===== src/rtl/fetch_pkg.sv =====
// Shared fetch-path types and defaults.
// Imported by fetch_fifo and fetch_queue.
package fetch_pkg;

  localparam int unsigned XLEN = 32;
  localparam int unsigned DEF_DEPTH = 4;
  localparam logic [XLEN-1:0] DEF_RESET_PC = 32'h0000_0000;

  typedef struct packed {
    logic [XLEN-1:0] instr;
    logic [XLEN-1:0] pc4;
  } fetch_entry_t;

endpackage


===== src/rtl/fetch_fifo.sv =====
// Circular storage for fetched words.
// Clear empties it; push/pop may coincide.
module fetch_fifo
  import fetch_pkg::*;
#(
  parameter int unsigned DEPTH = DEF_DEPTH
) (
  input  logic                         clk_i,
  input  logic                         rst_ni,
  input  logic                         clear_i,
  input  logic                         push_i,
  input  logic                         pop_i,
  input  fetch_entry_t                 data_i,
  output fetch_entry_t                 data_o,
  output logic [$clog2(DEPTH+1)-1:0]   count_o
);

  localparam int unsigned PW = $clog2(DEPTH);
  localparam int unsigned CW = $clog2(DEPTH+1);

  fetch_entry_t      mem_q [DEPTH];
  logic [PW-1:0]     head_q, tail_q;
  logic [CW-1:0]     cnt_q, cnt_d;

  always_comb begin
    cnt_d = cnt_q;
    case ({push_i, pop_i})
      2'b10:   cnt_d = cnt_q + CW'(1);
      2'b01:   cnt_d = cnt_q - CW'(1);
      default: cnt_d = cnt_q;
    endcase
  end

  always_ff @(posedge clk_i or negedge rst_ni) begin
    if (!rst_ni) begin
      head_q <= '0;
      tail_q <= '0;
      cnt_q  <= '0;
    end else if (clear_i) begin
      head_q <= '0;
      tail_q <= '0;
      cnt_q  <= '0;
    end else begin
      if (push_i) tail_q <= tail_q + PW'(1);
      if (pop_i)  head_q <= head_q + PW'(1);
      cnt_q <= cnt_d;
    end
  end

  always_ff @(posedge clk_i) begin
    if (push_i && !clear_i) mem_q[tail_q] <= data_i;
  end

  assign data_o  = mem_q[head_q];
  assign count_o = cnt_q;

endmodule


===== src/rtl/fetch_queue.sv =====
// Instruction prefetch queue with credit-based issue and redirect flush.
// Define FETCH_QUEUE_STATS_EN to add the starve_cnt output.
module fetch_queue
  import fetch_pkg::*;
#(
  parameter int unsigned     DEPTH    = DEF_DEPTH,
  parameter logic [XLEN-1:0] RESET_PC = DEF_RESET_PC
) (
  input  logic            clk,
  input  logic            reset,
  input  logic            redirect_valid,
  input  logic [XLEN-1:0] redirect_pc,
  output logic            imem_req_valid,
  input  logic            imem_req_ready,
  output logic [XLEN-1:0] imem_addr,
  input  logic            imem_rsp_valid,
  input  logic [XLEN-1:0] imem_rsp_data,
  output logic            out_valid,
  input  logic            out_ready,
  output logic [XLEN-1:0] out_instr,
  output logic [XLEN-1:0] out_pc4
`ifdef FETCH_QUEUE_STATS_EN
  ,
  output logic [31:0]     starve_cnt
`endif
);

  localparam int unsigned CW = $clog2(DEPTH+1);

  logic [CW-1:0]   count;
  logic [CW-1:0]   out_q, out_d;
  logic [CW-1:0]   drop_q, drop_d;
  logic [XLEN-1:0] pc_q, pc_d;
  logic [XLEN-1:0] rsp_pc_q, rsp_pc_d;
  logic [CW:0]     used;
  logic            accept, live_rsp, push, pop;
  fetch_entry_t    wentry, head;

  assign used     = {1'b0, count} + {1'b0, out_q};
  assign imem_req_valid = reset && !redirect_valid
                       && (used < (CW+1)'(DEPTH));
  assign accept   = imem_req_valid && imem_req_ready;
  assign live_rsp = imem_rsp_valid && (drop_q == '0);
  assign push     = live_rsp && !redirect_valid;
  assign pop      = out_valid && out_ready && !redirect_valid;
  assign wentry   = '{instr: imem_rsp_data,
                      pc4:   rsp_pc_q + 32'd4};

  // Live in-flight words become drops on redirect.
  always_comb begin
    pc_d     = pc_q;
    rsp_pc_d = rsp_pc_q;
    out_d    = out_q;
    drop_d   = drop_q;
    if (redirect_valid) begin
      pc_d     = redirect_pc;
      rsp_pc_d = redirect_pc;
      out_d    = '0;
      drop_d   = out_q + drop_q - CW'(imem_rsp_valid);
    end else begin
      if (accept) pc_d = pc_q + 32'd4;
      if (live_rsp) rsp_pc_d = rsp_pc_q + 32'd4;
      if (imem_rsp_valid && drop_q != '0)
        drop_d = drop_q - CW'(1);
      case ({accept, live_rsp})
        2'b10:   out_d = out_q + CW'(1);
        2'b01:   out_d = out_q - CW'(1);
        default: out_d = out_q;
      endcase
    end
  end

  always_ff @(posedge clk or negedge reset) begin
    if (!reset) begin
      pc_q     <= RESET_PC;
      rsp_pc_q <= RESET_PC;
      out_q    <= '0;
      drop_q   <= '0;
    end else begin
      pc_q     <= pc_d;
      rsp_pc_q <= rsp_pc_d;
      out_q    <= out_d;
      drop_q   <= drop_d;
    end
  end

  fetch_fifo #(.DEPTH(DEPTH)) u_fifo (
    .clk_i   (clk),
    .rst_ni  (reset),
    .clear_i (redirect_valid),
    .push_i  (push),
    .pop_i   (pop),
    .data_i  (wentry),
    .data_o  (head),
    .count_o (count)
  );

  assign imem_addr = pc_q;
  assign out_valid = (count != '0);
  assign out_instr = head.instr;
  assign out_pc4   = head.pc4;

`ifdef FETCH_QUEUE_STATS_EN
  logic [31:0] starve_q;

  always_ff @(posedge clk or negedge reset) begin
    if (!reset) begin
      starve_q <= '0;
    end else if (!out_valid && starve_q != 32'hFFFF_FFFF) begin
      starve_q <= starve_q + 32'd1;
    end
  end

  assign starve_cnt = starve_q;
`endif

endmodule


===== config.mk =====
export PLATFORM = sky130hd
export DESIGN_NAME = fetch_queue
export DESIGN_NICKNAME = d
export VERILOG_FILES = /design/src/rtl/fetch_pkg.sv /design/src/rtl/fetch_fifo.sv /design/src/rtl/fetch_queue.sv
export SDC_FILE = /design/constraint.sdc
export NUM_CORES = 1
export LEC_CHECK = 0
export BUFFER_PORTS_ARGS = -buffer_cell sky130_fd_sc_hd__buf_2
export CORE_MARGIN = 4
export CORE_UTILIZATION = 58
export CTS_CLUSTER_SIZE = 30
export DETAILED_ROUTE_END_ITERATION = 8
export HOLD_SLACK_MARGIN = 0.06
export PLACE_DENSITY = 0.79
export SLEW_MARGIN = 20
export SYNTH_ARGS = -nofsm -noshare
export SYNTH_HDL_FRONTEND = slang
export SYNTH_SLANG_ARGS = --single-unit

===== constraint.sdc =====
create_clock -name clk -period 4.1 [get_ports clk]
set_input_delay 0.82 -clock clk [delete_from_list [all_inputs] [get_ports clk]]
set_output_delay 0.82 -clock clk [all_outputs]
set_load 0.02 [all_outputs]

# After elaboration in Yosys (flattened, before gate mapping)
# Memory sizes are Yosys's and may differ from the RTL's.
# Cells that the tools add are included.
# word_totals
out_inout_bits	98
register_bits	77
inputBits	70
mem_count	1
word_cells	61
ramBits	256
# mem_list
memory	depth	word_bits	read_ports	rd_clocked_by_memory_dff	write_ports	line_no	rtl
u_fifo.mem_q	4	64	1	0	1	fetch_fifo.sv:21	fetch_entry_t mem_q [DEPTH];
# op_classes
n_lt_le_gt_ge	1
n_mux	16
reduce_logical	20
n_eq_ne	4
add_sub_neg	12
# ops
operator	n
$mux W32	4
$add A32 B3 Y32 const B	2
$mux W3	4
$pmux W3 S2	2
$reduce_bool A3 Y1	4
$reduce_bool A2 Y1	5
$logic_and A1 B1 Y1	9
$sub A3 B1 Y3 const B	3
$mux W2	4
$add A3 B1 Y3 const B	2
$add A2 B1 Y2 const B	2
$add A3 B3 Y4	1
$eq A2 B1 Y1 const B	2
$eq A2 B2 Y1 const B	2
$lt A4 B3 Y1 const B	1
$add A3 B3 Y3	1
$logic_not A3 Y1	1
$sub A3 B1 Y3	1
$mux W1	2
$logic_not A1 Y1	1

# Longest topological paths before layout
# logic_depth
depth_word	7
depth_mapped	11
ltp_nobuf	10

# Modules after synthesis
# A second synthesis with hierarchy kept.
# hier_totals
hier_cells	890
area_unflattened_um2	14197.4
# modules_own_cells
mod	cells_each	n_inst	seq_area_each_um2	area_per_inst_um2
fetch_fifo	375	1	7862.5	9656.8
fetch_queue	515	1	1751.7	4540.6

# Worst setup path before layout
# Ideal clock, no wire load.
# synth_path
kind	input to register
start	input port imem_rsp_valid
end	memory u_fifo.mem_q[0][0] (netlist bit), enable pin
required_ps	3671
path_stages	4
arrival_time_ps	3190
n_path_buf	2
setup_slack_ps	480
setup_ps	429
cell_sequence	and3b_1 clkbuf_1 buf_1 and3_1
# synth_between
elab_chain_len	5
# synth_rtl
element	line_no	rtl
from (decl)	fetch_queue.sv:16	input logic imem_rsp_valid,
$logic_and A1 B1 Y1	fetch_queue.sv:43	assign live_rsp = imem_rsp_valid && (drop_q == '0);
$logic_and A1 B1 Y1	fetch_queue.sv:44	assign push = live_rsp && !redirect_valid;
$logic_and A1 B1 Y1	fetch_fifo.sv:51	if (push_i && !clear_i) mem_q[tail_q] <= data_i;
$mux W1	fetch_fifo.sv:51	
$mux W1 (implied by the code)	fetch_fifo.sv:51	
to (decl)	fetch_fifo.sv:21	
# Every way passes these cells.

# Worst setup path after layout
# layout_path
start	register u_fifo.head_q[0]
end	output port out_instr[7]
# layout_between
elab_chain_len	1
# layout_rtl
element	line_no	rtl
from (decl)	fetch_fifo.sv:22	logic [PW-1:0] head_q, tail_q;
from (signal assigned)	fetch_fifo.sv:45	if (pop_i) head_q <= head_q + PW'(1);
$mem_v2 Z4 W64	-	
to (decl)	fetch_queue.sv:20	output logic [XLEN-1:0] out_instr,
# Every way passes these cells.

==> flow_summary_export.csv <==
group,metric,value,unit
power_and_ir_drop,leakagePower,5.81,nW
synthesis,synthMuxAreaShare,0.105,
synthesis,synthDistinctLibCells,49,
timing,finalHoldViolations,0,
synthesis,avgSynthCellArea,15.7,um^2
drt,drc_errors,0,
cts,htree_num_levels,2,
synthesis,synth_xor_area_frac,0.0436,
drt,first_iter_violations,773,
timing,rsz0062_at_grt,"false",
synthesis,syn_nets,980,
synthesis,synth_warnings,0,
synthesis,synth_edf_count,256,
cts,cts.repair.resized,0,
layout,nets,1156,
synthesis,syn_inst,894,
floorplanning,fp.dieH,164,um
synthesis,synthAdderAreaFrac,0.0158,
hold_path,hold_path_class,"primary input to async pin",
power_and_ir_drop,pwr_density_cell,547,mW/mm^2
cts,clock_latency,510,ps
drt,wl_per_cell,22.3,um
timing,worst_pin_slew,864,ps
timing,setup_viol,0,
timing,slew_violations,0,
synthesis,synth_top_family_by_area,"multiplexers",
timing,period_share,0.805,
flow_run,cap_violations,0,
layout,finalNonFillerCells,1414,
layout,layout-drive-gt1-share,0.282,
synthesis,synth_area,0.0141,mm^2
global_routing,first_global_vias,8649,
floorplanning,die_area,0.0268,mm^2
critical_path,path_max_fanout,35,
cts,clk_pin_slew,60,ps
timing,hold_slack,409,ps
timing,fmax,303,MHz
place,dpl.hpwl,19800,um
drt,drt-total-wl,31500,um
drt,ant_nets,0,
synthesis,ys.flop_type,"edfxtp_1",
cts,numCtsBuffers,34,
floorplanning,start_util,0.594,
global_routing,grt-ovfl-total,0,
global_routing,antenna_found_initial,1,
power_and_ir_drop,totalPowerFinal,8.96,mW
cts,hold_buffers,0,
place,dpl.cell_count,1353,
cts,cts_tree,"yes",
floorplanning,io_pins,168,
cts,cts_sinks,333,
timing,max-slew-margin-rel,0.418,
synthesis,async_reset_ff_frac,0.231,
place,place_congestion,0.870,
place,port_buffers,167,
global_routing,grt_max_degree,82,
timing,period_needed,3300,ps
cts,clockBufferDepth,3,
synthesis,ys_seq_area_frac,0.684,
floorplanning,num_rows,56,
cts,cts-root-buf,"clkbuf_16",
timing,fin_skew,15.8,ps
power_and_ir_drop,peakVddDrop,0.337,mV
synthesis,synth_compound_area_frac,0.0450,
critical_path,crit_path_end_kind,"output port",
place,placed_area,0.0153,mm^2
drt,vias_per_cell,6.09,
timing,tns,0,ps
floorplanning,die_width,164,um
drt,firstDrtPassIters,5,
layout,fillers,1575,
critical_path,crit_type,"flip-flop to output port",
critical_path,cp.arrival,2480,ps
drt,vias,8607,
critical_path,cp-start-kind,"flip-flop",
synthesis,synth-simple-area-share,0.0889,
layout,syn2layout_area_growth,16.4,%
outcome,status,"completed",
synthesis,ys_ff_latch,333,
layout,fin_area,0.0164,mm^2
cts,cts_setup_buffers,0,
floorplanning,coreArea,0.0237,mm^2
global_routing,gr-usage-all-layers,0.240,
critical_path,crit_required,3280,ps
global_routing,grt_pass1_wl,49600,um
-- logic make-up (layout without fill, tap and decap cells) --
logic type | count (synthesis) | count (layout)
flops | 333 | 333
xor+xnor | 70 | 70
simple gates | 242 | 242
buf+inv | 66 | 266
mux | 67 | 67
fa+ha+maj | 16 | 16
compound gates | 100 | 100
other cells | 0 | 1
-- routing by layer --
layer,routed length (um),share of wire,vias up,GRT usage
li1,-,-,3816,-
met1,13000,0.41,4302,0.354
met2,15400,0.49,438,0.387
met3,2550,0.081,51,0.0409
met4,579,0.018,0,0.0496
met5,0,0,-,0
-- layout make-up --
| class | count | area (um^2) | share of cell area |
|---|---|---|---|
| multi-input combinational | 495 | 4200 | 0.256 |
| tap | 319 | 399 | 0.0244 |
| inverter | 22 | 82.6 | 0.00504 |
| timing repair buffer | 184 | 1040 | 0.0638 |
| antenna | 1 | 2.50 | 0.000153 |
| sequential | 333 | 9620 | 0.588 |
| clock inverter | 11 | 68.8 | 0.00420 |
| clock buffer | 49 | 957 | 0.0585 |
-- critical path: stages (launching register included) --
cell     delay [ps]
dfrtp_4         870
buf_4           370
mux4_2          540
buf_2           180
-- synth_stat cells (all sizes together) (16+ instances only) --
cell type | count | share of area
inv | 22 | 0.0059
buf | 16 | 0.0046
o21ai | 50 | 0.018
mux4 | 64 | 0.10
edfxtp | 256 | 0.55
xor2 | 27 | 0.017
nand3 | 37 | 0.014
clkbuf | 28 | 0.0075
xnor2 | 43 | 0.027
nor2 | 33 | 0.0088
nand2 | 72 | 0.019
dfrtp | 77 | 0.14
nor4 | 16 | 0.0076
-- flip-flops by register name, summed over array words and instances, names as in the netlist --
| name | count |
|---|---|
| u_fifo.tail_q | 2 |
| u_fifo.head_q | 2 |
| u_fifo.mem_q | 256 |
| drop_q | 3 |
| u_fifo.count_o | 3 |
| out_q | 3 |
| imem_addr | 32 |
| rsp_pc_q | 32 |
-- cells in the final DEF, fill, tap and decap left out, types with 10 or more instances in the layout --
cell,count
nor2_1,33
buf_2,166
nand4_1,15
dfrtp_1,75
buf_4,11
nor3_1,15
nor4_1,15
ha_1,13
mux4_2,64
nand3_1,36
o211ai_1,13
edfxtp_1,256
o21ai_0,49
inv_1,22
clkbuf_16,34
xor2_1,27
nand2_1,72
clkbuf_1,10
xnor2_1,43
-- per-stage QoR --
stage / setup slack [ps] / util
floorplan: 480 / -
global placement: 1270 / 0.648
detailed placement: 1160 / 0.648
CTS: 701 / 0.691
global route: 593 / 0.691
finish: 798 / 0.691
-- final timing paths --
| path | startpoint | end | slack (ps) | depth (start not counted) |
|---|---|---|---|---|
| min in group clk | drop_q[2] | drop_q[2] | 520 | 1 |
| worst min-delay path | reset | imem_addr[2] | 410 | 2 |
| worst max register to register | u_fifo.count_o[2] | out_q[2] | 1280 | 9 |
| max in group asynchronous | reset | u_fifo.head_q[0] | 3050 | 2 |
| worst max-delay path | u_fifo.head_q[0] | out_instr[7] | 800 | 3 |
| worst min register to register | drop_q[2] | drop_q[2] | 520 | 1 |
-- power by group --
part	switching, mW	internal (mW)	leakage, nW
Clock	1.22	1.63	0.505
Combinational	1.10	0.880	2.06
Sequential	0.272	3.85	3.25
Total	2.60	6.36	5.81
Note: power is estimated with default switching activity, not from simulation.
